$ cat src/rtl/mem_access_stage_pkg.sv
// Shared definitions for the memory-access pipeline stage: control-bus bit
// positions, access-size encodings and FSM state encodings.
package mem_access_stage_pkg;

  localparam int MEM_READ   = 0;
  localparam int MEM_WRITE  = 1;
  localparam int MEM_TO_REG = 2;
  localparam int REG_WRITE  = 3;
  localparam int SIZE_LO    = 4;
  localparam int SIZE_HI    = 5;
  localparam int LD_UNS     = 6;

  typedef enum logic [1:0] {
    SZ_WORD = 2'b00,
    SZ_HALF = 2'b01,
    SZ_BYTE = 2'b10,
    SZ_RSVD = 2'b11
  } size_e;

  typedef enum logic {
    IDLE   = 1'b0,
    ACCESS = 1'b1
  } state_e;

endpackage

$ cat src/rtl/mem_access_stage_load_store_align.sv
// Combinational lane logic: store replication and byte enables, load lane
// extraction with sign/zero extension, and the alignment check.
module load_store_align
  import mem_access_stage_pkg::*;
(
  input  logic [31:0] addr,
  input  size_e       size,
  input  logic        is_store,
  input  logic        load_unsigned,
  input  logic [31:0] store_data,
  input  logic [31:0] rdata,
  output logic [31:0] wdata,
  output logic [3:0]  be,
  output logic [31:0] load_data,
  output logic        misaligned
);

  logic [31:0] rdata_shifted;
  logic [7:0]  byte_lane;
  logic [15:0] half_lane;

  assign rdata_shifted = rdata >> {addr[1:0], 3'b000};
  assign byte_lane     = rdata_shifted[7:0];
  assign half_lane     = addr[1] ? rdata[31:16] : rdata[15:0];

  always_comb begin
    // NOTE: every output gets a default before the case so no path leaves
    // one unassigned, which would otherwise infer a latch.
    wdata      = store_data;
    be         = 4'b1111;
    load_data  = rdata;
    misaligned = 1'b0;
    unique case (size)
      SZ_BYTE: begin
        wdata     = {4{store_data[7:0]}};
        load_data = load_unsigned ? {24'h0, byte_lane} : {{24{byte_lane[7]}}, byte_lane};
        if (is_store) be = 4'b0001 << addr[1:0];
      end
      SZ_HALF: begin
        wdata      = {2{store_data[15:0]}};
        load_data  = load_unsigned ? {16'h0, half_lane} : {{16{half_lane[15]}}, half_lane};
        misaligned = addr[0];
        if (is_store) be = addr[1] ? 4'b1100 : 4'b0011;
      end
      default: begin
        // Word and the reserved encoding both behave as a full word.
        misaligned = (addr[1:0] != 2'b00);
      end
    endcase
  end

endmodule

$ cat src/rtl/mem_access_stage.sv
// Memory-access stage: accepts EX results, performs handshaked loads/stores,
// stalls EX while an access is outstanding and emits a one-cycle writeback.
module mem_access_stage
  import mem_access_stage_pkg::*;
#(
  parameter int DATA_WIDTH    = 32,
  parameter int REG_ADDR_BITS = 5,
  parameter int MEM_BUS_WIDTH = 7
) (
  input  logic                     clk,
  input  logic                     rst_n,
  input  logic                     ex_valid_in,
  output logic                     ex_ready_out,
  input  logic                     flush_in,
  input  logic [MEM_BUS_WIDTH-1:0] mem_bus_in,
  input  logic [DATA_WIDTH-1:0]    alu_result_in,
  input  logic [DATA_WIDTH-1:0]    store_data_in,
  input  logic [REG_ADDR_BITS-1:0] reg_w_addr_in,
  output logic                     dmem_req_out,
  output logic                     dmem_we_out,
  output logic [DATA_WIDTH-1:0]    dmem_addr_out,
  output logic [DATA_WIDTH-1:0]    dmem_wdata_out,
  output logic [3:0]               dmem_be_out,
  input  logic                     dmem_ack_in,
  input  logic [DATA_WIDTH-1:0]    dmem_rdata_in,
  output logic                     wb_valid_out,
  output logic                     wb_reg_write_out,
  output logic [REG_ADDR_BITS-1:0] wb_reg_addr_out,
  output logic [DATA_WIDTH-1:0]    wb_data_out,
  output logic                     misaligned_err_out
);

  state_e                   state_q, state_d;
  logic [MEM_BUS_WIDTH-1:0] bus_q;
  logic [DATA_WIDTH-1:0]    addr_q, sdata_q;
  logic [REG_ADDR_BITS-1:0] rd_q;

  logic in_access, accept, is_mem_in, mis_in;
  logic [DATA_WIDTH-1:0] addr_sel, sdata_sel, st_wdata, ld_data;
  logic [3:0] st_be;
  logic       misaligned;

  assign in_access    = (state_q == ACCESS);
  assign ex_ready_out = (state_q == IDLE);
  assign accept       = ex_valid_in & ex_ready_out & ~flush_in;
  assign is_mem_in    = mem_bus_in[MEM_READ] | mem_bus_in[MEM_WRITE];
  assign mis_in       = is_mem_in & misaligned;

  // One lane unit serves both phases: the offered op in IDLE (alignment
  // check) and the latched op in ACCESS (store formatting, load extraction).
  assign addr_sel  = in_access ? addr_q  : alu_result_in;
  assign sdata_sel = in_access ? sdata_q : store_data_in;

  load_store_align u_align (
    .addr          (addr_sel),
    .size          (size_e'(in_access ? bus_q[SIZE_HI:SIZE_LO] : mem_bus_in[SIZE_HI:SIZE_LO])),
    .is_store      (bus_q[MEM_WRITE]),
    .load_unsigned (bus_q[LD_UNS]),
    .store_data    (sdata_sel),
    .rdata         (dmem_rdata_in),
    .wdata         (st_wdata),
    .be            (st_be),
    .load_data     (ld_data),
    .misaligned    (misaligned)
  );

  assign dmem_req_out   = in_access;
  assign dmem_we_out    = in_access & bus_q[MEM_WRITE];
  assign dmem_addr_out  = in_access ? {addr_q[DATA_WIDTH-1:2], 2'b00} : '0;
  assign dmem_wdata_out = in_access ? st_wdata : '0;
  assign dmem_be_out    = in_access ? st_be : 4'b0000;

  always_comb begin
    state_d = state_q;
    unique case (state_q)
      IDLE:    if (accept && is_mem_in && !misaligned) state_d = ACCESS;
      ACCESS:  if (dmem_ack_in) state_d = IDLE;
      default: state_d = IDLE;
    endcase
  end

  always_ff @(posedge clk or negedge rst_n) begin
    // NOTE: sequential state uses non-blocking assignments so every register
    // samples pre-edge values regardless of statement order.
    if (!rst_n) state_q <= IDLE;
    else        state_q <= state_d;
  end

  always_ff @(posedge clk or negedge rst_n) begin
    if (!rst_n) begin
      bus_q              <= '0;
      addr_q             <= '0;
      sdata_q            <= '0;
      rd_q               <= '0;
      wb_valid_out       <= 1'b0;
      wb_reg_write_out   <= 1'b0;
      wb_reg_addr_out    <= '0;
      wb_data_out        <= '0;
      misaligned_err_out <= 1'b0;
    end else begin
      wb_valid_out       <= 1'b0;
      misaligned_err_out <= 1'b0;
      if (accept) begin
        bus_q   <= mem_bus_in;
        addr_q  <= alu_result_in;
        sdata_q <= store_data_in;
        rd_q    <= reg_w_addr_in;
        if (!is_mem_in || mis_in) begin
          wb_valid_out       <= 1'b1;
          wb_reg_write_out   <= mem_bus_in[REG_WRITE] & ~mis_in;
          wb_reg_addr_out    <= reg_w_addr_in;
          wb_data_out        <= alu_result_in;
          misaligned_err_out <= mis_in;
        end
      end else if (in_access && dmem_ack_in) begin
        wb_valid_out     <= 1'b1;
        wb_reg_write_out <= bus_q[REG_WRITE];
        wb_reg_addr_out  <= rd_q;
        wb_data_out      <= bus_q[MEM_TO_REG] ? ld_data : addr_q;
      end
    end
  end

endmodule

$ cat config.mk
export PLATFORM = sky130hd
export DESIGN_NAME = mem_access_stage
export DESIGN_NICKNAME = d
export VERILOG_FILES = /design/src/rtl/mem_access_stage_pkg.sv /design/src/rtl/mem_access_stage_load_store_align.sv /design/src/rtl/mem_access_stage.sv
export SDC_FILE = /design/constraint.sdc
export NUM_CORES = 1
export LEC_CHECK = 0
export BUFFER_PORTS_ARGS = -buffer_cell sky130_fd_sc_hd__buf_4
export CORE_ASPECT_RATIO = 1.25
export CORE_MARGIN = 3
export CORE_UTILIZATION = 49
export DETAILED_ROUTE_END_ITERATION = 8
export PLACE_DENSITY_LB_ADDON = 0.05
export REMOVE_ABC_BUFFERS = 1
export SYNTH_ARGS = -nofsm -noshare
export SYNTH_HDL_FRONTEND = slang
export SYNTH_SLANG_ARGS = --single-unit
$ cat constraint.sdc
create_clock -name clk -period 4 [get_ports clk]
set_input_delay 0.6 -clock clk [delete_from_list [all_inputs] [get_ports clk]]
set_output_delay 0.6 -clock clk [all_outputs]
set_load 0.01 [all_outputs]
* Yosys cells after proc, flatten, opt, wreduce, memory -nomap -nowiden *
Cells that the tools add are included.

word-level totals
  flip-flop bits (word level) = 117
  output and inout port bits = 111
  logic and storage cells = 66

operators by class
  reductions and logical operators = 9
  bitwise operators = 9
  shift operators = 2
  equal/unequal tests = 3
  mux-type cells = 33

operators with widths
  cell                                              count
  two-way mux 32 bit                                8
  case mux 32 bit (2 select lines)                  2
  right shift 32 x 5 -> 8 bit                       1
  two-way mux 16 bit                                1
  two-way mux 4 bit                                 4
  two-way mux 5 bit                                 3
  two-way mux 1 bit                                 10
  case mux 4 bit (2 select lines)                   1
  bitwise AND 1 bit                                 5
  two-way mux 2 bit                                 2
  case mux 1 bit (2 select lines)                   2
  nonzero test 2 bit                                2
  << shifter 1 x 2 -> 4 bit (first input constant)  1
  logical AND 1 bit                                 3
  inverter 1 bit                                    3
  == test 2 x 1 -> 1 bit (second input constant)    1
  == test 2 bit (second input constant)             1
  zero test 1 bit                                   2
  != test 2 x 1 -> 1 bit (second input constant)    1
  AND reduction 2 bit                               1
  logical OR 1 bit                                  1
  OR 1 bit                                          1

* Depth between registers and ports, before layout *
Gate-level depths: netlist of run 1.

  word-level depth = 8
  mapped depth = 13
  mapped depth without buffers = 9

* Hierarchy *
From an unflattened synthesis of run 1, not the netlist that was laid out.

second synthesis, totals
  cell total of the unflattened synthesis = 834
  area, all modules = 7,703.6 sq um

modules (own cells, without submodules)
  module            cells an instance  area an instance (sq um)  instances
  mem_access_stage  622                6,488.7                   1
  load_store_align  212                1,214.9                   1

* Least setup slack after synthesis of run 1 *
No wires, ideal clock.

  path kind = register to output
  start point = register state_q (netlist: dmem_req_out)
  end point = output port dmem_wdata_out[24]
  cell stages (with the launch flop) = 11
  arrival time = 2.529 ns
  data required time = 3.400 ns
  path buffers = 4
  setup slack = 0.871 ns
  cell sequence = dfrtp_1 buf_4 clkbuf_1 mux2i_1 inv_1 ha_1 clkbuf_1 inv_2 clkbuf_1 nor2_1 nor3_1

on the way
  cells in the longest elaborated chain, start to end = 4

ends and longest elaborated chain
  what                                                            RTL line                                 text
  from (decl)                                                     mem_access_stage.sv:33                   state_e state_q, state_d;
  from (signal assigned)                                          mem_access_stage.sv:86                   else state_q <= state_d;
  two-way mux 2 bit                                               mem_access_stage.sv:56                   .size (size_e'(in_access ? bus_q[SIZE_HI:SIZE_LO] : mem_bus_in[SIZE_HI:SIZE_LO])),
  == test 2 x 1 -> 1 bit / == test 2 bit (equally long branches)  mem_access_stage_load_store_align.sv:33  unique case (size)
  case mux 32 bit (2 select lines)                                mem_access_stage_load_store_align.sv:33
  two-way mux 32 bit (*)                                          mem_access_stage.sv:70                   assign dmem_wdata_out = in_access ? st_wdata : '0;
  to (decl)                                                       mem_access_stage.sv:22                   output logic [DATA_WIDTH-1:0] dmem_wdata_out,

Mark *: on every way between the ends. The rest lies on a longest branch, timed or not.

* Worst setup path in the final report of run 1 *
  start point = register state_q (netlist: dmem_req_out)
  end point = output port dmem_be_out[2]

on the way
  cells in the longest elaborated chain, start to end = 5

ends and longest elaborated chain
  what                                                                   RTL line                                                                          text
  two-way mux 2 bit                                                      mem_access_stage.sv:51                                                            assign addr_sel = in_access ? addr_q : alu_result_in;
  two-way mux 4 bit / << shifter 1 x 2 -> 4 bit (equally long branches)  mem_access_stage_load_store_align.sv:43, mem_access_stage_load_store_align.sv:37
  two-way mux 4 bit (on tied branches)                                   mem_access_stage_load_store_align.sv:43, mem_access_stage_load_store_align.sv:37
  case mux 4 bit (2 select lines)                                        mem_access_stage_load_store_align.sv:33
  two-way mux 4 bit (*)                                                  mem_access_stage.sv:71                                                            assign dmem_be_out = in_access ? st_be : 4'b0000;
  to (decl)                                                              mem_access_stage.sv:23                                                            output logic [3:0] dmem_be_out,

Marked as above.

==> results.json, run 1 <==
{
  "finClkSkew_ns": 0.0129,
  "period_needed_ns": 3.62,
  "yosysSeqAreaShare_pct": 46.4,
  "cp_slowest_cell": "dfrtp_2",
  "numCtsBuffers": 17,
  "clk_pin_slew_ns": 0.06,
  "worst_hold_slack_ns": 0.374,
  "die_w_um": 107,
  "drive_gt1_share_pct": 29.3,
  "rsz0062_at_grt": "false",
  "synth_seq_cells": 116,
  "die_h_um": 132,
  "clkSinkCount": 116,
  "grt_pass1_vias": 6277,
  "syn_area_um2": 6250,
  "cts_hold_buf": 0,
  "n_antenna_cell": 0,
  "maxSlewHeadroom_pct": 27.1,
  "mostFrequentLayoutCells": "234 x buf_4, 232 x nand2_1, 115 x dfrtp_1",
  "layout.nets": 1053,
  "grt_max_degree": 95,
  "avgSynthCellArea_um2": 8.44,
  "fmax_mhz": 277,
  "status": "completed",
  "cts-resized-gates": 0,
  "post_cts_buffers": 0,
  "power_uw": 5390,
  "worstSetupEndpointType": "output port",
  "leakage_uw": 0.00436,
  "grt_overflow": 0,
  "clock-root-buffer": "clkbuf_16",
  "clockBufferDepth": 2,
  "firstDrtPassIters": 5,
  "maxCapViolations": 0,
  "synth_edf_count": 0,
  "tightest_slew_ns": 1.09,
  "ios": 224,
  "h-tree-depth": 4,
  "synthArstFlopShare_pct": 100,
  "die_area_um2": 14200,
  "cp_slowest_stage_delay_ns": 0.61,
  "synth_top_cell_by_area": "dfrtp_1",
  "globalRouteTotalUtil_pct": 29.0,
  "path_class": "reg2out",
  "holdCritPathClass": "in2reg",
  "synth_area_leaders": "dfrtp_1 46%, nand2_1 14%, mux2i_1 6.1%",
  "ant_nets": 0,
  "crit_fanout": 26,
  "design_area_um2": 8620,
  "placedInstanceArea_um2": 8000,
  "vias": 6298,
  "synthCells": 741,
  "grt_pass1_wl_um": 32400,
  "num_rows": 45,
  "antenna_found_initial": 0,
  "finalCritPeriodShare_pct": 90.4,
  "final_common_cell": "buf_4",
  "avgViaCountPerCell": 5.65,
  "yosys_warnings": 0,
  "cpLargestDelayFamily": "buffers and inverters",
  "path_cells": "mux2i_1, ha_2, buf_4, inv_2, nand2_1, o21ai_0, nor2_1, buf_4",
  "ir_worst_vdd_mv": 0.311,
  "hold_viol_final": 0,
  "crit_required_ns": 3.40,
  "clock_latency_ns": 0.41,
  "drt_iter0_markers": 522,
  "area_delta_synth_final_pct": 37.9,
  "critPathBufInv": 3,
  "slew_violations": 0,
  "gp_congestion": 0.982,
  "power.density_nw_per_um2": 625,
  "arrival_ns": 3.02,
  "synth.distinct_cells": 46,
  "setup_viol": 0,
  "routed_wl_um": 20500,
  "cpMostUsedCell": "buf_4",
  "dp_hpwl_um": 14100,
  "port_buffers": 221,
  "startpoint_type": "flip-flop",
  "synth_flop_cell": "dfrtp_1",
  "yosysTopAreaCellShare_pct": 46.4,
  "wl_per_cell_um": 18.4,
  "core_region_area_um2": 12300,
  "tritoncts": "built",
  "initial_core_util_pct": 50.7,
  "drc_errors": 0
}
metal layers:
layer,GRT usage [%],up-vias,share of wire [%]
met5,0,-,0
met4,8.96,0,1.5
met3,7.10,21,8.6
met2,50.1,332,52
met1,35.6,2999,38
li1,-,2946,-
worst reg2reg max path: stages, from the launching register on:
cell      delay (ns)
dfrtp_2         0.61
mux2i_1         0.34
ha_2            0.36
or2_2           0.41
o211ai_1        0.17
a21o_1          0.18
clkinv_1        0.60
nor2_1          0.30
o21ai_0         0.11
stage by stage:
| step | instances | utilization (%) | setup WS (ns) | setup TNS (ns) |
|---|---|---|---|---|
| 4_1_cts | 1115 | 69.9 | 0.405 | 0 |
| 5_1_grt | 1115 | 69.9 | 0.150 | 0 |
| 6_report | 1115 | 69.9 | 0.384 | 0 |
| 2_1_floorplan | 685 | - | -1.29 | -44.10 |
| 3_3_place_gp | 1083 | 64.9 | 0.907 | 0 |
| 3_5_place_dp | 1083 | 64.9 | 0.815 | 0 |
area by class of cell:
cell class | count | area, um^2
fillers | 1002 | 3710
clock inverters | 13 | 171
inverters | 11 | 41.3
well taps | 164 | 205
multi-input cells | 558 | 3090
clock buffers | 19 | 453
repair buffers | 234 | 1760
flip-flops and latches | 116 | 2900
path summary, 6_finish.rpt:
path / start / to / slack (ns) / cells past startpoint
worst max-delay path: dmem_req_out / dmem_be_out[2] / 0.38 / 8
worst min-delay path: store_data_in[25] / sdata_q[25] / 0.37 / 3
worst max register to register: dmem_req_out / wb_data_out[14] / 0.79 / 8
worst min register to register: rd_q[2] / rd_q[2] / 0.47 / 2
max in group asynchronous: rst_n / wb_data_out[30] / 2.67 / 2
min in group asynchronous: rst_n / wb_reg_addr_out[2] / 0.38 / 1
sequential cells by signal, indices dropped and copies added (netlist names):
register            cells
misaligned_err_out      1
sdata_q                32
rd_q                    5
bus_q                   6
wb_data_out            32
addr_q                 32
wb_valid_out            1
wb_reg_addr_out         5
dmem_req_out            1
wb_reg_write_out        1
where the power goes:
part | total [uW] | leakage (uW) | internal, uW | switching, uW
sequential | 1870 | 0.00139 | 1550 | 315
combinational | 1930 | 0.00267 | 892 | 1040
clock | 1600 | 0.000301 | 1020 | 578
total | 5390 | 0.00436 | 3460 | 1930
synthesized netlist by cell type, drive strengths merged (9+ instances only):
cell type / number
a22oi: 9
a221oi: 24
nor3b: 9
nor3: 12
nand2: 233
clkbuf: 40
mux2i: 38
and2: 41
nor2: 63
o22ai: 31
a21oi: 31
o21ai: 13
buf: 17
inv: 9
dfrtp: 116
o221ai: 16
cell families (layout without fill, tap and decap cells):
kind of cell,count (synthesis),count (layout),synth area share [%]
AO/OA/AOI/OAI,146,146,16.9
buffers and inverters,68,277,4.52
multiplexers,39,39,6.44
flip-flops,116,116,46.4
AND/OR/NAND/NOR,369,369,25.2
adder cells (fa/ha/maj),2,2,0.400
other,1,2,0.0600
Power figures use the tool's default switching activity.
==> run 2, diff against run 1 <==
--- a/config.mk
+++ b/config.mk
@@ -10,7 +10,7 @@
 export CORE_MARGIN = 3
 export CORE_UTILIZATION = 49
 export DETAILED_ROUTE_END_ITERATION = 8
-export PLACE_DENSITY_LB_ADDON = 0.05
+export PLACE_DENSITY = 0.85
 export REMOVE_ABC_BUFFERS = 1
 export SYNTH_ARGS = -nofsm -noshare
 export SYNTH_HDL_FRONTEND = slang
==> run 2 against run 1 <==
- final cell count is 0.45% higher
- global-route usage decreased by 0.63 points
- highest routed layer unchanged
- first-iteration DRC count decreased by 31%
- flip-flop and latch count is the same
- total power down 2.5%
- sequential power hardly changed
- clock power decreased by 9%
- worst hold slack worse by 0.026 ns
- clock skew down 0.0041 ns
==> results.json, run 2 (synthesis gave the netlist of run 1 again) <==
{
  "status": "completed",
  "grt_overflow": 0,
  "ir_worst_vdd_mv": 0.278,
  "slew_violations": 0,
  "largestRegisters": "addr_q (32), sdata_q (32), wb_data_out (32)",
  "maxCapViolations": 0,
  "grt_pass1_vias": 6183,
  "maxSlewHeadroom_pct": 32.0,
  "ios": 224,
  "die_h_um": 132,
  "numCtsBuffers": 17,
  "core_region_area_um2": 12300,
  "ant_nets": 0,
  "ff2ff_setup_slack_ns": 0.79,
  "clock_latency_ns": 0.41,
  "drive_gt1_share_pct": 29.4,
  "num_rows": 45,
  "grt_max_degree": 80,
  "clockBufferDepth": 2,
  "drc_errors": 0,
  "clkSinkCount": 116,
  "setup_viol": 0,
  "avgViaCountPerCell": 5.62,
  "port_buffers": 221,
  "cts-resized-gates": 0,
  "leakage_uw": 0.00436,
  "path_class": "reg2out",
  "wl_per_cell_um": 18.0,
  "crit_fanout": 26,
  "cp_slowest_cell": "dfrtp_2",
  "grt_pass1_wl_um": 31800,
  "layout.nets": 1059,
  "startpoint_type": "flip-flop",
  "period_needed_ns": 3.40,
  "routed_wl_um": 20200,
  "firstDrtPassIters": 5,
  "drt_iter0_markers": 361,
  "vias": 6298,
  "finClkSkew_ns": 0.00880,
  "holdCritPathClass": "in2async",
  "dp_hpwl_um": 14200,
  "crit_required_ns": 3.40,
  "area_delta_synth_final_pct": 37.7,
  "gp_congestion": 0.902,
  "cp_slowest_stage_delay_ns": 0.59,
  "die_w_um": 107,
  "hold_viol_final": 0,
  "finalCritPeriodShare_pct": 84.9,
  "utilization_pct": 69.8,
  "initial_core_util_pct": 50.7,
  "tightest_slew_ns": 1.02,
  "power.density_nw_per_um2": 611,
  "n_antenna_cell": 0,
  "antenna_found_initial": 0,
  "rsz0062_at_grt": "false",
  "path_cells": "mux2i_1, inv_1, ha_2, inv_2, nand2_1, o21ai_0, nor2_1, buf_4",
  "final_common_cell": "buf_4",
  "clock-root-buffer": "clkbuf_16",
  "cts_hold_buf": 0,
  "arrival_ns": 2.80,
  "clk_pin_slew_ns": 0.05,
  "worstSetupEndpointType": "output port",
  "mostFrequentLayoutCells": "240 x buf_4, 232 x nand2_1, 115 x dfrtp_1",
  "post_cts_buffers": 0,
  "worst_hold_slack_ns": 0.349,
  "h-tree-depth": 4,
  "globalRouteTotalUtil_pct": 28.4,
  "fmax_mhz": 294,
  "die_area_um2": 14200,
  "tritoncts": "built"
}
[run 2: cell count changes in the layout (fill, tap and decap cells not counted), sizes merged]
cell    delta
buf        +6
inv        -4
clkinv     +2
clkbuf     +2
bufinv     -1
[run 2: path summary, 6_finish.rpt]
check	startpoint	endpoint	cells after the start
worst min register to register	rd_q[3]	rd_q[3]	2
min in group clk	store_data_in[25]	sdata_q[25]	3
worst max register to register	dmem_req_out	wb_data_out[7]	11
worst min-delay path	rst_n	addr_q[26]	1
max in group asynchronous	rst_n	dmem_req_out	2
worst max-delay path	dmem_req_out	dmem_be_out[2]	8
[run 2: power by group]
| part | leakage [uW] | internal, uW | switching [uW] |
|---|---|---|---|
| clock | 0.000272 | 923 | 523 |
| sequential | 0.00139 | 1550 | 298 |
| combinational | 0.00270 | 908 | 1050 |
[run 2: worst max-delay path, delay by kind of cell (launching register included)]
| kind | cells | cell delay (ns) |
|---|---|---|
| compound gates | 1 | 0.27 |
| fa+ha+maj | 1 | 0.34 |
| buf+inv | 3 | 0.66 |
| flops | 1 | 0.59 |
| mux | 1 | 0.31 |
| simple gates | 2 | 0.22 |
[run 2: routing by layer]
layer	track usage [%]	vias to the layer above	share of wire (%)
li1	-	2961	-
met1	35.1	3009	39
met2	48.3	291	51
met3	7.84	37	8.5
met4	8.39	0	2.0
met5	0	-	0
[run 2: cell type report]
class                   instances  area [um^2]
clock inverters                10          109
multi-input cells             558         3100
inverters                      11         41.3
fillers                       993         3720
well taps                     164          205
repair buffers                240         1800
clock buffers                  21          450
flip-flops and latches        116         2900
[run 2: metrics by stage]
| stage | area, um^2 | setup TNS, ns | instances | setup WS, ns | total power (uW) |
|---|---|---|---|---|---|
| final | 8610 | 0 | 1120 | 0.604 | 5260 |
| after CTS | 8610 | 0 | 1120 | 0.596 | 5280 |
| after floorplan | 6010 | -44.10 | 685 | -1.29 | 2860 |
| after global routing | 8610 | 0 | 1120 | 0.439 | 5560 |
| after detailed placement | 8050 | 0 | 1089 | 0.865 | 3810 |
| after global placement | 8050 | 0 | 1089 | 0.884 | 3760 |
==> run 3, diff against run 2 <==
--- a/config.mk
+++ b/config.mk
@@ -5,12 +5,13 @@
 export SDC_FILE = /design/constraint.sdc
 export NUM_CORES = 1
 export LEC_CHECK = 0
+export ABC_AREA = 1
 export BUFFER_PORTS_ARGS = -buffer_cell sky130_fd_sc_hd__buf_4
 export CORE_ASPECT_RATIO = 1.25
 export CORE_MARGIN = 3
 export CORE_UTILIZATION = 49
 export DETAILED_ROUTE_END_ITERATION = 8
-export PLACE_DENSITY = 0.85
+export PLACE_DENSITY = 0.84
 export REMOVE_ABC_BUFFERS = 1
 export SYNTH_ARGS = -nofsm -noshare
 export SYNTH_HDL_FRONTEND = slang
==> constraint.sdc (replaced) <==
create_clock -name clk -period 3.49 [get_ports clk]
set_input_delay 0.5235 -clock clk [delete_from_list [all_inputs] [get_ports clk]]
set_output_delay 0.5235 -clock clk [all_outputs]
set_load 0.01 [all_outputs]
==> run 3 against run 2 <==
- via count is 8.5% higher
- core utilization hardly changed
- clock-buffer cell count is 1 lower
- final area is 4.6% higher
- register-to-register slack worse by 0.28 ns
- critical endpoint unchanged
- routed wire length is 2.4% higher
- sequential share of layout area is 1.5 points lower
- combinational power is 120% higher
- critical path depth is 2 higher
- worst hold slack worse by 0.16 ns
- non-clock buffer count is 3 higher
==> results.json, run 3 <==
{
  "status": "completed",
  "avgSynthCellArea_um2": 6.91,
  "routed_wl_um": 20700,
  "wl_per_cell_um": 15.4,
  "wl_met3_um": 1530,
  "crit_fanout": 12,
  "path_class": "reg2out",
  "ir_worst_vdd_mv": 0.628,
  "mostFrequentLayoutCells": "308 x nand2_1, 241 x buf_4, 125 x inv_1",
  "clock-root-buffer": "clkbuf_16",
  "arrival_ns": 2.74,
  "clkSinkCount": 116,
  "die_h_um": 136,
  "synth_area_leaders": "dfrtp_1 44%, nand2_1 18%, inv_1 7.3%",
  "yosysSeqAreaShare_pct": 44.1,
  "ant_nets": 0,
  "p_sw_uw": 3620,
  "synth_top_cell_by_area": "dfrtp_1",
  "rsz0062_at_grt": "false",
  "seqCellArea_um2": 2900,
  "num_rows": 46,
  "worst_hold_slack_ns": 0.191,
  "clock_latency_ns": 0.42,
  "drive_gt1_share_pct": 27.3,
  "grt_max_degree": 64,
  "ff2ff_setup_slack_ns": 0.51,
  "grt_pass1_wl_um": 32100,
  "finalCritPeriodShare_pct": 93.5,
  "globalRouteTotalUtil_pct": 27.8,
  "synthTopCellsByCount": "309 x nand2_1, 128 x inv_1, 116 x dfrtp_1",
  "largestRegisters": "addr_q (32), sdata_q (32), wb_data_out (32)",
  "synth_flop_cell": "dfrtp_1",
  "drt-met1-wl_um": 8020,
  "leakage_uw": 0.00513,
  "hold_viol_final": 0,
  "gp_congestion": 0.894,
  "clk_pin_slew_ns": 0.06,
  "setup_viol": 0,
  "sequentialPowerShare_pct": 27.0,
  "wl_met2_um": 10200,
  "tightest_slew_ns": 0.807,
  "firstDrtPassIters": 5,
  "die_w_um": 110,
  "startpoint_type": "flip-flop",
  "die_area_um2": 14900,
  "power.density_nw_per_um2": 949,
  "placedInstanceArea_um2": 8310,
  "vias": 6832,
  "period_needed_ns": 3.26,
  "n_antenna_cell": 0,
  "grt_overflow": 0,
  "utilization_pct": 69.8,
  "h-tree-depth": 4,
  "grt_pass1_vias": 6535,
  "fillers": 1078,
  "layout.nets": 1276,
  "power.share.switching_pct": 42.3,
  "multi_input_area_um2": 2910,
  "design_area_um2": 9000,
  "yosysMostFrequentCell": "nand2_1",
  "final_common_cell": "nand2_1",
  "drc_errors": 0,
  "cts_hold_buf": 0,
  "maxCapViolations": 0,
  "p_comb_share_pct": 51.2,
  "antenna_found_initial": 0,
  "fmax_mhz": 307,
  "core_region_area_um2": 12900,
  "highest_layer": "met4",
  "crit_required_ns": 2.97,
  "tritoncts": "built",
  "slew_violations": 0,
  "clkPwrFrac_pct": 21.8,
  "synth.distinct_cells": 26,
  "synth_seq_cells": 116,
  "numCtsBuffers": 17,
  "clockBufferDepth": 2,
  "syn_area_um2": 6590,
  "ios": 224,
  "synthCells": 954,
  "synthArstFlopShare_pct": 100,
  "intPower_uw": 4930,
  "area_delta_synth_final_pct": 36.7,
  "finClkSkew_ns": 0.00987,
  "tns_ns": 0,
  "worstSetupEndpointType": "output port",
  "port_buffers": 221,
  "avgViaCountPerCell": 5.09,
  "maxSlewHeadroom_pct": 46.2,
  "synth_edf_count": 0,
  "yosysTopAreaCellShare_pct": 44.1,
  "yosys_warnings": 0,
  "initial_core_util_pct": 51.1,
  "drt_iter0_markers": 411,
  "dp_hpwl_um": 14900,
  "holdCritPathClass": "in2async"
}
-- run 3: kinds of logic (layout without fill, tap and decap cells) --
logic type	after synthesis	in the layout	synth area share, %
adder cells (fa/ha/maj)	2	2	0.380
buffers and inverters	188	407	12.0
AND/OR/NAND/NOR	455	455	27.6
other	1	2	0.0569
flip-flops	116	116	44.1
AO/OA/AOI/OAI	192	192	16.0
-- run 3: what timing repair did --
item                                    CTS  global route
endpoints found under the setup margin    0            24
resized for setup                         0             5
setup buffers                             0             5
-- run 3: critical path: stages, from the launching register on --
cell	delay, ns
dfrtp_2	0.49
inv_2	0.11
or2_2	0.28
o21ai_0	0.11
ha_1	0.31
clkinvlp_4	0.30
nor2_1	0.31
or2_2	0.16
inv_1	0.04
nor2_1	0.08
buf_4	0.13
-- run 3: final timing paths --
check,endpoint,cells past startpoint,start
max in group asynchronous,addr_q[5],2,rst_n
setup reg to reg,wb_data_out[14],15,dmem_req_out
hold reg to reg,rd_q[4],2,rd_q[4]
min in group clk,sdata_q[27],3,store_data_in[27]
setup / recovery,dmem_be_out[2],10,dmem_req_out
hold / removal,sdata_q[7],1,rst_n
-- run 3: per-layer routing --
layer / track usage, % / vias to the layer above
met3: 6.34 / 58
met2: 46.3 / 281
met4: 14.0 / 0
met1: 33.4 / 3123
li1: - / 3370
met5: 0 / -
-- run 3: per-stage QoR --
stage,setup WS (ns),power (uW),std cells
6_report,0.228,8550,1342
3_3_place_gp,0.521,6450,1305
5_1_grt,0.0220,9180,1342
3_5_place_dp,0.463,6550,1305
2_1_floorplan,-1.70,4740,899
4_1_cts,0.00904,8450,1337
-- run 3: power by group through the flow --
stage          clock network [uW]  logic [uW]  registers [uW]
4_1_cts                      1890        4260            2300
6_report                     1860        4380            2310
3_5_place_dp                    0        4240            2310
2_1_floorplan                   0        2360            2380
3_3_place_gp                    0        4150            2300
5_1_grt                      1950        4870            2370
-- run 3: cell type report --
type / count / area share [%]
inverters: 132 / 5.64
multi-input cells: 651 / 32.3
clock buffers: 20 / 5.07
clock inverters: 12 / 1.99
flip-flops and latches: 116 / 32.2
well taps: 168 / 2.33
repair buffers: 243 / 20.4
